--- src/rtl/mod_arith_pkg.sv ---
// ----------------------------------------------------------------------------
// mod_arith_pkg
//
// Shared definitions for the digit-serial modular arithmetic blocks.
//
// Contents:
//   state_t        - FSM encoding shared by the serial modular adder
//   DEF_W / DEF_D  - default operand width and digit width
//   calcDigits     - number of D-bit digits in a W-bit operand (W / D)
//   calcIdxW       - width of a digit index counter, never less than 1 bit
// ----------------------------------------------------------------------------
package mod_arith_pkg;

    // Operation sequencing: accept, first pass (a + b), second pass
    // (s - p), then present the result until the consumer takes it.
    typedef enum logic [1:0] {
        IDLE = 2'd0,
        ADD  = 2'd1,
        SUB  = 2'd2,
        DONE = 2'd3
    } state_t;

    localparam int DEF_W = 256;
    localparam int DEF_D = 64;

    // Number of digits processed per pass.
    function automatic int calcDigits(input int w, input int d);
        return w / d;
    endfunction

    // Index width; a single-digit configuration still needs a 1-bit counter
    // so the index register stays a legal vector.
    function automatic int calcIdxW(input int n);
        int lw;
        lw = $clog2(n);
        return (lw < 1) ? 1 : lw;
    endfunction

endpackage : mod_arith_pkg

--- src/rtl/mod_add_serial_digit_adder.sv ---
// ----------------------------------------------------------------------------
// digit_adder
//
// Plain D-bit add-with-carry primitive: {cout, sum} = x + y + cin.
// Purely combinational; the caller owns the carry register.
//
// Ports:
//   x    in  D  first digit operand
//   y    in  D  second digit operand
//   cin  in  1  carry in
//   sum  out D  low D bits of the digit sum
//   cout out 1  carry out (bit D of the digit sum)
// ----------------------------------------------------------------------------
module digit_adder #(
    parameter int D = 64
) (
    input  logic [D-1:0] x,
    input  logic [D-1:0] y,
    input  logic         cin,
    output logic [D-1:0] sum,
    output logic         cout
);

    logic [D:0] w_full;

    // Every operand is widened to D+1 bits so the carry out lands in the
    // top bit of the sum.
    assign w_full = {1'b0, x} + {1'b0, y} + {{D{1'b0}}, cin};
    assign sum    = w_full[D-1:0];
    assign cout   = w_full[D];

endmodule : digit_adder

--- src/rtl/mod_add_serial.sv ---
// ----------------------------------------------------------------------------
// mod_add_serial
//
// Digit-serial modular adder: result = (a + b) mod p. One D-bit digit adder
// is reused over N = W/D cycles per pass. Pass one forms s = a + b (keeping
// the final carry cadd), pass two forms t = s + ~p + 1 (final carry csub),
// and a final select cycle registers t when either carry is set, else s.
//
// Ports:
//   clk        in  1  clock, rising edge
//   rst        in  1  asynchronous active-high reset
//   in_valid   in  1  a, b, p valid
//   in_ready   out 1  block accepts operands (IDLE only, low during reset)
//   a, b       in  W  addends
//   p          in  W  modulus
//   out_valid  out 1  result valid, held until out_ready
//   out_ready  in  1  consumer accepts result
//   result     out W  (a + b) mod p
//   busy       out 1  high in every state except IDLE
// ----------------------------------------------------------------------------
module mod_add_serial
    import mod_arith_pkg::*;
#(
    parameter int W = DEF_W,
    parameter int D = DEF_D
) (
    input  logic         clk,
    input  logic         rst,
    input  logic         in_valid,
    output logic         in_ready,
    input  logic [W-1:0] a,
    input  logic [W-1:0] b,
    input  logic [W-1:0] p,
    output logic         out_valid,
    input  logic         out_ready,
    output logic [W-1:0] result,
    output logic         busy
);

    localparam int N    = calcDigits(W, D);
    localparam int IDXW = calcIdxW(N);
    localparam logic [IDXW-1:0] LAST_IDX = IDXW'(N - 1);

    state_t            r_state;
    state_t            w_nextState;

    logic [IDXW-1:0]   r_idx;
    logic              r_carry;
    logic              r_cadd;
    logic              r_csub;
    logic              r_subLast;
    logic [W-1:0]      r_a;
    logic [W-1:0]      r_b;
    logic [W-1:0]      r_p;
    logic [W-1:0]      r_s;
    logic [W-1:0]      r_t;
    logic [W-1:0]      r_result;

    logic [D-1:0]      w_x;
    logic [D-1:0]      w_y;
    logic [D-1:0]      w_sum;
    logic              w_cout;
    logic              w_lastDigit;

    assign w_lastDigit = (r_idx == LAST_IDX);

    // Operand muxes in front of the single shared digit adder: (a, b) in the
    // first pass, (s, ~p) in the second. Inverting p and seeding the carry
    // with 1 turns the adder into a subtractor.
    always_comb begin
        w_x = r_a[r_idx*D +: D];
        w_y = r_b[r_idx*D +: D];
        if (r_state == SUB) begin
            w_x = r_s[r_idx*D +: D];
            w_y = ~r_p[r_idx*D +: D];
        end
    end

    digit_adder #(
        .D (D)
    ) u_digitAdder (
        .x    (w_x),
        .y    (w_y),
        .cin  (r_carry),
        .sum  (w_sum),
        .cout (w_cout)
    );

    // State register.
    always_ff @(posedge clk or posedge rst) begin
        if (rst) begin
            r_state <= IDLE;
        end else begin
            r_state <= w_nextState;
        end
    end

    // Next-state logic. SUB spends N digit cycles plus one select cycle,
    // which r_subLast marks.
    always_comb begin
        w_nextState = r_state;
        case (r_state)
            IDLE: if (in_valid)    w_nextState = ADD;
            ADD:  if (w_lastDigit) w_nextState = SUB;
            SUB:  if (r_subLast)   w_nextState = DONE;
            DONE: if (out_ready)   w_nextState = IDLE;
            default:               w_nextState = IDLE;
        endcase
    end

    // Datapath: operand capture, per-digit s/t updates, carry chaining
    // through the carry register and the final select into the result.
    // The result register is only written in the select cycle, so it stays
    // stable through DONE and IDLE until the next operation finishes.
    always_ff @(posedge clk or posedge rst) begin
        if (rst) begin
            r_idx     <= '0;
            r_carry   <= 1'b0;
            r_cadd    <= 1'b0;
            r_csub    <= 1'b0;
            r_subLast <= 1'b0;
            r_a       <= '0;
            r_b       <= '0;
            r_p       <= '0;
            r_s       <= '0;
            r_t       <= '0;
            r_result  <= '0;
        end else begin
            case (r_state)
                IDLE: begin
                    if (in_valid) begin
                        r_a       <= a;
                        r_b       <= b;
                        r_p       <= p;
                        r_carry   <= 1'b0;
                        r_idx     <= '0;
                        r_subLast <= 1'b0;
                    end
                end
                ADD: begin
                    r_s[r_idx*D +: D] <= w_sum;
                    if (w_lastDigit) begin
                        r_cadd  <= w_cout;
                        r_carry <= 1'b1;
                        r_idx   <= '0;
                    end else begin
                        r_carry <= w_cout;
                        r_idx   <= r_idx + 1'b1;
                    end
                end
                SUB: begin
                    if (r_subLast) begin
                        // cadd means a + b overflowed W bits, so the sum is
                        // certainly >= p; csub means s >= p within W bits.
                        r_result  <= (r_cadd | r_csub) ? r_t : r_s;
                        r_subLast <= 1'b0;
                    end else begin
                        r_t[r_idx*D +: D] <= w_sum;
                        r_carry           <= w_cout;
                        if (w_lastDigit) begin
                            r_csub    <= w_cout;
                            r_subLast <= 1'b1;
                            r_idx     <= '0;
                        end else begin
                            r_idx <= r_idx + 1'b1;
                        end
                    end
                end
                default: begin
                end
            endcase
        end
    end

    // in_ready is gated by rst so the block never advertises readiness
    // while it is being held in reset.
    assign in_ready  = (r_state == IDLE) && !rst;
    assign busy      = (r_state != IDLE);
    assign out_valid = (r_state == DONE);
    assign result    = r_result;

endmodule : mod_add_serial

--- config.mk ---
export PLATFORM = sky130hd
export DESIGN_NAME = mod_add_serial
export DESIGN_NICKNAME = d
export VERILOG_FILES = /design/src/rtl/mod_arith_pkg.sv /design/src/rtl/mod_add_serial_digit_adder.sv /design/src/rtl/mod_add_serial.sv
export SDC_FILE = /design/constraint.sdc
export NUM_CORES = 2
export LEC_CHECK = 0
export CAP_MARGIN = 0
export CORE_MARGIN = 2
export CORE_UTILIZATION = 41
export CTS_CLUSTER_SIZE = 14
export DETAILED_ROUTE_END_ITERATION = 12
export SETUP_SLACK_MARGIN = 0.1
export SYNTH_ARGS = -nofsm -noshare
export SYNTH_HDL_FRONTEND = slang
export SYNTH_HIERARCHICAL = 1
export SYNTH_SLANG_ARGS = --single-unit
--- constraint.sdc ---
create_clock -name clk -period 102.9 [get_ports clk]
set_input_delay 20.58 -clock clk [delete_from_list [all_inputs] [get_ports clk]]
set_output_delay 20.58 -clock clk [all_outputs]
set_load 0.01 [all_outputs]
Yosys cells after proc, flatten, opt, wreduce, memory -nomap -nowiden

Cells that the tools add are included.

Flip-flop bits (word level): 1544
Output and inout port bits: 259

Add/sub/neg operators: 4
Reductions and logical operators: 14
Mux-type cells: 21
Shifts and indexed selects: 6
Bitwise operators: 3
Equality and inequality tests: 9

Operator list:

| operator                                                 | number |
|---|---|
| indexed part select 256 x 9 -> 64 bit                    | 4 |
| bitwise mux 256 bit                                      | 2 |
| 2-to-1 mux 256 bit                                       | 1 |
| variable shift 64 x 34 -> 256 bit (first input constant) | 1 |
| indexed part select 64 x 34 -> 256 bit                   | 1 |
| 2-to-1 mux 64 bit                                        | 2 |
| adder 64 x 64 -> 65 bit                                  | 1 |
| adder 65 x 1 -> 65 bit                                   | 1 |
| inverter 64 bit                                          | 1 |
| negation 8 -> 34 bit                                     | 1 |
| 2-to-1 mux 2 bit                                         | 7 |
| AND reduction 2 bit                                      | 5 |
| inequality test 2 bit (second input constant)            | 4 |
| case mux 2 bit (4 select lines)                          | 1 |
| == test 2 bit (second input constant)                    | 3 |
| case mux 2 bit (3 select lines)                          | 1 |
| AND reduction 3 bit                                      | 2 |
| 2-to-1 mux 1 bit                                         | 5 |
| AND reduction 4 bit                                      | 1 |
| nonzero test 2 bit                                       | 2 |
| case mux 1 bit (3 select lines)                          | 1 |
| nonzero test 3 bit                                       | 1 |
| adder 2 x 1 -> 2 bit (second input constant)             | 1 |
| == test 2 x 1 -> 1 bit (second input constant)           | 1 |
| other kinds (7)                                          | 7 |

Depth between registers and ports, before layout

Depth after elaboration: 7
Depth in mapped cells: 22
Mapped depth without buffers: 18

By module

Netlist, hierarchy kept.

By module, submodules not included:

| module         | area an instance (um^2) | times used | cells each | seq. area each (um^2) |
|---|---|---|---|---|
| mod_add_serial | 66762.8                 | 1          | 5627       | 38637.1 |
| digit_adder    | 3756.1                  | 1          | 537        | 0.0 |

Least setup slack after synthesis

No wires, ideal clock.

Kind: input to output
Start point: input rst
End point: output in_ready
Cell stages on the path: 1
Arrival: 20.737 ns
Path slack: 61.583 ns
Buffers on the path: 0
Required time: 82.320 ns
Path through: nor2_1

Longest elaborated chain between the ends: 2

Ends and longest elaborated chain:

| item               | RTL line              | text |
|---|---|---|
| start: declaration | mod_add_serial.sv:28  | `input logic rst,` |
| zero test 1 bit    | mod_add_serial.sv:177 | `assign in_ready = (r_state == IDLE) && !rst;` |
| logical AND 1 bit  | mod_add_serial.sv:177 |  |
| end: declaration   | mod_add_serial.sv:30  | `output logic in_ready,` |

Every way passes these cells.

Worst setup path in the final report

Ends and elaborated chain as after synthesis.

==> reports/summary.log <==
qor: worst_setup_path.worstPathArrival 21.79 ns
qor: timing.fin_crit 42.37 ns
qor: grt.globalRouteTotalUtil 0.294
qor: timing.max_clock_freq 0.0236 GHz
qor: timing.fin_hold_ws 0.479 ns
qor: timing.timing_worst_slew_pin_value 1.30 ns
qor: synthesis.synth_unique_cells 80
qor: clocking.clock_sinks 1,544
qor: route.wl_per_cell 27.7 um
qor: synthesis.synth_seq_cells 1,544
qor: worst_setup_path.critPathMaxFanout 2
qor: die.die_y 419 um
qor: clocking.clk_pin_slew_worst_paths 0.05 ns
qor: worst_setup_path.setup.worst_path.start_class input port
qor: clocking.tritoncts yes
qor: grt.vias_in_the_first_global_route 53.2k
qor: die.die_x 419 um
qor: grt.antenna_found_initial 70
qor: clocking.buffer_count_from_post_cts_setup_fixing 0
qor: timing.timing.clock.skew 0.0297 ns
qor: timing.report.final.setup_viol 0
qor: die.fp.coreArea 171,000 um2
qor: route.drt_first_iter_violations 4,359
qor: clocking.clk_root_buffer_cell clkbuf_16
qor: synthesis.syn-mean-instance-area 11.4 um2
qor: synthesis.synth.most_common_cell dfrtp_1
qor: grt.grt.overflow.total 0
qor: synthesis.async_reset_ff_frac 1.00
qor: synthesis.postSynthCellCount 6,164
qor: route.wirelength 261,000 um
qor: die.start_util 0.412
qor: timing.max-slew-margin-rel 0.134
qor: place.postPlaceCellArea 82,400 um2
qor: place.port_buffers 1,030
qor: worst_hold_path.hold_path.class register to register
qor: place.dp.final_hpwl 182,000 um
qor: synthesis.post-synth-top-area-fraction 0.548
qor: route.drt_drc_violations_left 0
qor: place.place.gp.congestion 0.926
qor: timing.final.period_utilization 0.412
qor: route.vias 53.1k
qor: die.core.rowCount 152
qor: synthesis.synth-edff-count 0
qor: synthesis.synth_area_leader_cell dfrtp_1
qor: pwr.peak_supply_drop 0.0000379 V
qor: route.vias_per_cell 5.62
qor: worst_setup_path.reg2reg_depth 18
qor: clocking.post_cts_hold_buffer_count 0
qor: finish.area_delta_synth_final 25.2%
qor: clocking.cts-buffers-inserted 171
qor: finish.final-seq-area 38,600 um2
qor: route.antenna_left 0
qor: pwr.power_per_cell_area 39.9 nW/um2
qor: synthesis.mappedNetlistNets 7,013
qor: synthesis.synth_commonest_cells dfrtp_1 (1,544), nand2_1 (1,338), mux2_2 (772)
qor: synthesis.synth.yosys.seq_area_share 0.548
qor: timing.timing.setup.tns 0 ns
qor: status.run_status completed
qor: route.drtPass1Iterations 6
qor: finish.layout_cells_sized_above_1 0.185
qor: pwr.totalPowerFinal 3.52 mW
qor: worst_setup_path.crit_required 82.32 ns
qor: die.fp.dieArea 175,000 um2
qor: clocking.cts.path.max_buffers 3
qor: clocking.number_of_gates_resized_after_cts 0
qor: synthesis.yosysWarningCount 6
qor: finish.finalNetCount 7,863
qor: clocking.worstSkewPairLatency 0.82 ns
qor: worst_setup_path.critPathKind input port to output pin
qor: finish.nFillCells 15.3k
qor: synthesis.dominantRegCellSynth dfrtp_1
qor: synthesis.synth.top_cells.by_area dfrtp_1 (55%), mux2_2 (12%), nand2_1 (7.1%)
qor: finish.area_of_the_multi_input_gates 29,700 um2
qor: timing.finalHoldViolCount 0
qor: finish.final_design_area_no_fill 88,300 um2
qor: grt.grt_pass1_wl 374,000 um
qor: timing.drv_slew 0
qor: synthesis.post_syn_area 70,500 um2
qor: worst_setup_path.cp-end-kind output pin
qor: timing.setup_repair_after_global_routing_missed_its_margin false
qor: pwr.cellLeakagePower 36.8 nW
qor: die.io_pins 1,031
qor: job.cap_viol_max_count 0
qor: worst_hold_path.worstHoldPathCells 2
qor: clocking.cts_max_level 4
qor: grt.grt_max_degree 209
==> metrics by stage <==
stage	cells	utilization	worst slack (ns)
4_1_cts	9387	0.515	60.53
3_5_place_dp	9074	0.482	60.53
5_1_grt	9426	0.516	60.51
3_3_place_gp	9074	0.482	60.45
2_1_floorplan	6164	-	38.76
6_report	9437	0.516	60.53
==> cell families (layout without fill, tap and decap cells) <==
group,Yosys count,after routing,share of synthesized area
XOR/XNOR,58,58,0.00720
other,0,50,0
adder cells (fa/ha/maj),77,77,0.0139
multiplexers,1160,1160,0.201
flip-flops,1544,1544,0.548
AO/OA/AOI/OAI,1126,1126,0.102
buffers and inverters,474,1464,0.0325
AND/OR/NAND/NOR,1725,1725,0.0957
==> per-layer routing <==
metal | vias to the layer above | GRT usage | wire, um
met2 | 1796 | 0.486 | 127000
met3 | 449 | 0.0547 | 15300
met4 | 16 | 0.148 | 13600
met5 | - | 0 | 97
li1 | 23600 | - | -
met1 | 27200 | 0.368 | 105000
==> flip-flops by register name, indices dropped and copies added, names as in the netlist <==
| register | count |
|---|---|
| r_csub | 1 |
| r_a | 256 |
| r_state | 2 |
| r_idx | 2 |
| r_b | 256 |
| r_t | 256 |
| r_subLast | 1 |
| result | 256 |
| r_cadd | 1 |
| r_carry | 1 |
| r_p | 256 |
| r_s | 256 |
==> report_power, final <==
group | total [mW] | internal [mW] | switching (mW)
Combinational | 1.84 | 0.697 | 1.14
Sequential | 1.05 | 0.867 | 0.186
Clock | 0.625 | 0.363 | 0.262
==> worst max-delay path: stages <==
cell and delay, ns:
clkdlybuf4s50_1 0.51, nor2_1 0.15, clkdlybuf4s50_1 0.55
==> layout make-up <==
| class | instances | area share |
|---|---|---|
| antenna | 50 | 0.00142 |
| sequential | 1544 | 0.438 |
| tap | 2233 | 0.0317 |
| clock inverter | 51 | 0.00638 |
| multi-input combinational | 4146 | 0.337 |
| timing repair buffer | 1128 | 0.127 |
| inverter | 23 | 0.00109 |
| clock buffer | 262 | 0.0582 |
==> layout by cell type, fill, tap and decap left out, types with 33 or more instances in the layout <==
| cell | count |
|---|---|
| a31oi_1 | 263 |
| clkbuf_1 | 43 |
| mux4_2 | 128 |
| buf_4 | 88 |
| nor2_1 | 298 |
| mux2i_1 | 260 |
| mux2_2 | 772 |
| xnor2_1 | 33 |
| o21ai_0 | 297 |
| a22o_1 | 129 |
| clkdlybuf4s50_1 | 1030 |
| a221oi_1 | 60 |
| diode_2 | 50 |
| nand2_1 | 1332 |
| o22ai_1 | 64 |
| ha_1 | 74 |
| clkbuf_8 | 45 |
| a21oi_1 | 79 |
| clkbuf_16 | 174 |
| dfrtp_1 | 1542 |
| o21ai_1 | 127 |
==> path summary, 6_finish.rpt <==
kind | startpoint | slack (ns) | endpoint
max in group asynchronous | rst | 78.65 | r_b[151]
setup / recovery | rst | 60.53 | in_ready
hold / removal | r_t[178] | 0.48 | r_t[178]
hold reg to reg | r_t[178] | 0.48 | r_t[178]
min in group asynchronous | rst | 20.37 | r_a[154]
setup reg to reg | r_idx[1] | 95.08 | r_s[126]
Power figures use the tool's default switching activity.
